### config.mk
export PLATFORM = sky130hd
export DESIGN_NAME = clk_div_prog
export DESIGN_NICKNAME = d
export VERILOG_FILES = /design/src/rtl/clk_div_prog.sv
export SDC_FILE = /design/constraint.sdc
export NUM_CORES = 1
export LEC_CHECK = 0
export ABC_CLOCK_PERIOD_IN_PS = 2310
export CAP_MARGIN = 5
export CORE_MARGIN = 2
export CORE_UTILIZATION = 23
export DETAILED_ROUTE_END_ITERATION = 6
export PLACE_DENSITY = 0.45
export SYNTH_ARGS = -nofsm -noshare
export SYNTH_HDL_FRONTEND = slang
export SYNTH_SLANG_ARGS = --single-unit
### constraint.sdc
create_clock -name clk -period 2.31 [get_ports clk]
set_input_delay 0.462 -clock clk [delete_from_list [all_inputs] [get_ports clk]]
set_output_delay 0.462 -clock clk [all_outputs]
set_load 0.03 [all_outputs]
### src/rtl/clk_div_prog.sv
// clk_div_prog: programmable multi-channel 50%-duty clock divider with shadowed divisor updates.
// Optional CLK_DIV_PROG_TICK_EN adds a per-channel one-cycle tick after each clk_out rise.
module clk_div_prog #(
  parameter int NUM_CH = 2,
  parameter int CNT_W = 8,
  parameter int DIV_RST = 250,
  localparam int CH_W = NUM_CH > 1 ? $clog2(NUM_CH) : 1
) (
  input  logic              clk,
  input  logic              rst,
  input  logic [NUM_CH-1:0] en,
  input  logic              restart,
  input  logic              div_wr,
  input  logic [CH_W-1:0]   div_ch,
  input  logic [CNT_W-1:0]  div_data,
  output logic [NUM_CH-1:0] div_pend,
  output logic [NUM_CH-1:0] clk_out
`ifdef CLK_DIV_PROG_TICK_EN
  ,
  output logic [NUM_CH-1:0] tick
`endif
);
  for (genvar g = 0; g < NUM_CH; g++) begin : g_ch
    logic wr, tc, ap;
    logic [CNT_W-1:0] cnt_q, cnt_d, act_q, act_d, shd_q, shd_d;
    logic clk_q, clk_d, pend_q, pend_d;
    // Shadow is only applied where no half-period is in flight: terminal count, disable or restart.
    always_comb begin
      wr = div_wr && div_data != '0 && 32'(div_ch) == g;
      tc = cnt_q == act_q - CNT_W'(1);
      ap = restart || !en[g] || tc;
      cnt_d = ap ? '0 : cnt_q + CNT_W'(1);
      clk_d = (restart || !en[g]) ? 1'b0 : clk_q ^ tc;
      act_d = (ap && pend_q) ? shd_q : act_q;
      shd_d = wr ? div_data : shd_q;
      pend_d = wr || (pend_q && !ap);
    end
    always_ff @(posedge clk or posedge rst) begin
      if (rst) begin
        cnt_q <= '0;
        clk_q <= 1'b0;
        act_q <= CNT_W'(DIV_RST);
        shd_q <= CNT_W'(DIV_RST);
        pend_q <= 1'b0;
      end else begin
        cnt_q <= cnt_d;
        clk_q <= clk_d;
        act_q <= act_d;
        shd_q <= shd_d;
        pend_q <= pend_d;
      end
    end
    assign clk_out[g] = clk_q;
    assign div_pend[g] = pend_q;
`ifdef CLK_DIV_PROG_TICK_EN
    logic tick_q, tick_d;
    // clk_q high with cnt_q zero only occurs in the cycle right after a rising toggle.
    always_comb tick_d = en[g] && !restart && clk_q && cnt_q == '0;
    always_ff @(posedge clk or posedge rst) begin
      if (rst) tick_q <= 1'b0;
      else tick_q <= tick_d;
    end
    assign tick[g] = tick_q;
`endif
  end
endmodule

=== Word-level counts from Yosys, hierarchy flattened ===
Cells that the tools add are included.

* Add/sub/neg operators: 4
* Equal/unequal tests: 2
* Multiplexer cells: 4
* Bitwise operators: 3
* Reduce and logical (&&, ||, !) cells: 18

{| class="wikitable"
|+ Operators with widths
! cell !! count
|-
| adder 8 x 1 -> 8 bit, second input constant || 2
|-
| equality test 8 bit || 2
|-
| two-way mux 8 bit || 2
|-
| subtractor 8 x 1 -> 8 bit, second input constant || 2
|-
| nonzero test 8 bit || 1
|-
| logical AND 1 bit || 7
|-
| logical OR 1 bit || 6
|-
| zero test 1 bit || 4
|-
| two-way mux 1 bit || 2
|-
| XOR 1 bit || 2
|-
| inverter 1 bit || 1
|}

* Flip-flop bits (word level): 52
* Input bits: 15
* Output and inout bits: 4
* Word-level logic and storage cells: 41

=== Logic depth before layout (Yosys ltp) ===
Gate-level depths: netlist of run 1.

* Word-level depth: 6
* Mapped depth: 9
* Mapped depth without buffers: 8

=== Worst setup path before layout of run 1 ===
Ideal clock, no wire load.

* Kind: register to register
* Start: reg g_ch[0].act_q[0]
* End: reg g_ch[0].act_q[0]
* Library setup time: 0.125 ns
* Data arrival time: 2.400 ns
* Required time: 2.185 ns
* Setup slack: -0.215 ns
* Stages on the path, launching flop included: 9
* Buffers on the path: 0
* Clock period less this slack: 2.525 ns
* Cell sequence: dfrtp_1 -> inv_1 -> ha_1 -> or3b_2 -> or3_1 -> xnor2_1 -> a2111oi_4 -> o21ai_4 -> mux2_4

* Word-level cells in the longest chain between the ends: 4

{| class="wikitable"
|+ Ends and longest elaborated chain
! element !! line !! source
|-
| start, declared || 25 || <nowiki>logic [CNT_W-1:0] cnt_q, cnt_d, act_q, act_d, shd_q, shd_d;</nowiki>
|-
| start signal, assigned || 42 || <nowiki>act_q <= CNT_W'(DIV_RST);</nowiki>
|-
| start signal, assigned || 48 || <nowiki>act_q <= act_d;</nowiki>
|-
| subtractor 8 x 1 -> 8 bit || 30 || <nowiki>tc = cnt_q == act_q - CNT_W'(1);</nowiki>
|-
| equality test 8 bit || 30 ||
|-
| logical OR 1 bit || 31 || <nowiki>ap = restart || !en[g] || tc;</nowiki>
|-
| logical AND 1 bit || 34 || <nowiki>act_d = (ap && pend_q) ? shd_q : act_q;</nowiki>
|}

No other way between the ends.
A chain may end at the register's enable or synchronous reset.

=== Worst setup path in the final report of run 1 ===
* Start: reg g_ch[0].act_q[0]
* End: reg g_ch[0].act_q[2]

The elaborated chain is that of the path after synthesis.

==> run metrics, run 1 <==
Cell Pwr Density=748 nW/um2; asr flop ratio synth=100%; Syn Area/Cell=10.5 um2; part of the Yosys area used for sequential elements=45.8%; drt first pass iters=4; main flop type after synthesis=dfrtp_1; die area=13600 um2; antenna violations before repair=0; routed wire length=6270 um; CTS tree=built; final net count=341; Worst-path clk slew=70 ps; worst skew pair latency=290 ps; Reg power frac=43.1%; IO buf count=18; Setup Viol. Count Final=34; via count=2128; hold worst-path end=g_ch[0].act_q[2]; Final period util=105%; num ports=19; Diodes inserted=0; Setup Skew=6.22 ps; power after layout=2860 uW; Via-to-Cell Ratio=4.30; peak supply drop=315 uV; fmax=411 MHz; largest net degree at the start of global routing=53; worst-path fanout max=8; total core area=12500 um2; outcome=finished, violations left; Final Hold Viols=0; CP Capture Type=flip-flop; number of max-cap violations=0; class of the worst hold path=reg -> reg; clock power share=27.1%; cell area after layout=3830 um2; FP Rows=41; CP required=2490 ps; max-slew violation count=0; remaining global-route overflow=0; GP Congestion=0.721; Pint=2030 uW; Psw=836 uW; WL per Instance=12.7 um; most frequent cells in the layout=dfrtp_1, buf_4, dfstp_2, nor2_1; post-synth net total=297; Lkg Pwr=0.00153 uW; Synth top area share=24.1%; Yosys top cell by area=dfrtp_1; share of layout cells above drive strength 1=39.3%; Synth Instances=278; worst hold path depth=1; Layout area overhead=31.6%; number of distinct library cells after synthesis=53; Rel. slew slack=72.1%; DP Area=3510 um2; Logic pwr share=29.8%; EDFF count, synth=0; Post-route DRC=0; YS warnings=0; Die Width=116 um; TritonCTS Buffers=5; Synth area leaders=dfrtp_1, dfstp_2, mux2_2, xnor2_1, mux2_4; root buf cell=clkbuf_16; CTS Sinks=52; CP Class=reg -> reg; Slew @ Worst Pin=418 ps; Setup crit start kind=flip-flop; R2R Setup Slk=-130 ps; RSZ-0062 raised after global routing=true; Overall Global Routing Usage=9.74%; CTS H-tree lvls=2; CTS Hold Buffers Added=0; clk buf depth=2; Routed Antenna Nets=0; Crit Reg-Reg Endpoint=g_ch[0].act_q[2]; Initial DRC Count=122; switching share of power=29.2%; failing checks=setup timing; synthesized area=2910 um2; min Tclk post-route=2440 ps; final worst slack=-126 ps; HPWL after detailed placement=4450 um; Worst EP arrival=2610 ps; Initial Utilization=23.3%; Fillers=1300; reg-to-reg startpoint=g_ch[0].act_q[0]; global-route wire length before repair=10500 um; die height=116 um; Worst Reg-to-Reg Cells=8; number of global-route vias before repair=2066; Hold Path Origin=g_ch[0].shd_q[2]; Synth Register Bits=52
-- cell usage after synthesis (3+ instances only) --
library cell / instances
mux2_2: 16
xnor2_1: 18
inv_1: 7
dfrtp_1: 28
xor2_1: 12
nand2_1: 20
clkbuf_1: 10
nor2b_1: 3
dfstp_2: 24
nor2_1: 32
and2_1: 10
nor3_1: 3
buf_4: 4
and3_1: 5
or3_1: 11
a221oi_1: 7
mux2_4: 8
ha_1: 4
nand3_1: 15
-- critical path, cell delays in order, from the launching register on --
cell and delay (ps):
dfrtp_1 400, inv_1 70, ha_2 170, or3b_4 380, or3_4 340, xnor2_2 150
a2111oi_4 290, o21ai_4 190, mux2_4 330
-- power groups by stage --
stage,sequential [uW],combinational [uW],clock [uW]
after floorplan,1220,530,0
after global placement,1250,790,0
after detailed placement,1250,799,0
after CTS,1240,829,805
after global routing,1260,936,847
final,1230,853,777
-- how the worst max path moves through the flow --
stage,end,slack [ps],startpoint
6_report,g_ch[0].act_q[2],-130,g_ch[0].act_q[0]
2_1_floorplan,g_ch[0].act_q[0],-140,g_ch[0].act_q[0]
3_5_place_dp,g_ch[1].pend_q,-150,g_ch[1].act_q[1]
5_1_grt,g_ch[0].act_q[2],-240,g_ch[0].act_q[0]
3_3_place_gp,g_ch[1].pend_q,-160,g_ch[1].act_q[1]
4_1_cts,g_ch[0].act_q[0],-130,g_ch[0].act_q[0]
-- routing by layer --
metal	vias to the layer above	global-route usage (%)	routed length, um
li1	1052	-	-
met1	1039	14.8	3340
met2	31	13.8	2650
met3	6	2.02	226
met4	0	2.86	59
met5	-	0	0
-- state kept, by name (all words and copies together), names as in the netlist --
| signal | flops |
|---|---|
| g_ch.act_q | 16 |
| g_ch.cnt_q | 16 |
| g_ch.shd_q | 16 |
| g_ch.clk_q | 2 |
| g_ch.pend_q | 2 |
-- cells by family after synthesis --
logic type	synth area share, %
simple gates	21.1
buf+inv	3.53
mux	11.0
flops	45.8
fa+ha+maj	1.72
xor+xnor	9.04
compound gates	7.83
-- cell type report --
| cell class | instances | area [um2] | share of cell area (%) |
|---|---|---|---|
| flip-flops and latches | 52 | 1330 | 34.8 |
| inverters | 7 | 26.3 | 0.686 |
| well taps | 172 | 215 | 5.62 |
| multi-input cells | 203 | 1610 | 42.1 |
| repair buffers | 53 | 490 | 12.8 |
| clock buffers | 6 | 139 | 3.63 |
| clock inverters | 2 | 13.8 | 0.360 |
-- through the flow --
stage / worst slack, ps / setup TNS (ps) / utilization [%] / instances / hold WS (ps)
floorplan: -139 / -1160 / - / 278 / 465
global placement: -162 / -2150 / 28.1 / 480 / 492
detailed placement: -155 / -3060 / 28.1 / 480 / 488
CTS: -134 / -1590 / 29.8 / 493 / 504
global route: -237 / -5690 / 30.7 / 495 / 535
finish: -126 / -2050 / 30.7 / 495 / 501
-- timing repair --
| action | in CTS | in global routing |
|---|---|---|
| setup endpoints to repair | 35 | 36 |
| buffers inserted | 6 | 2 |
| pin swaps | 19 | 3 |
| endpoints found under the hold margin | 0 | 0 |
| gates resized for setup | 4 | 28 |
(Power assumes the default switching activity.)
==> inputs of run 2 (changes only) <==
- ABC_AREA: unset -> 0
==> results of run 2 <==
Final layout, timing and power as in run 1 (identical DEF).
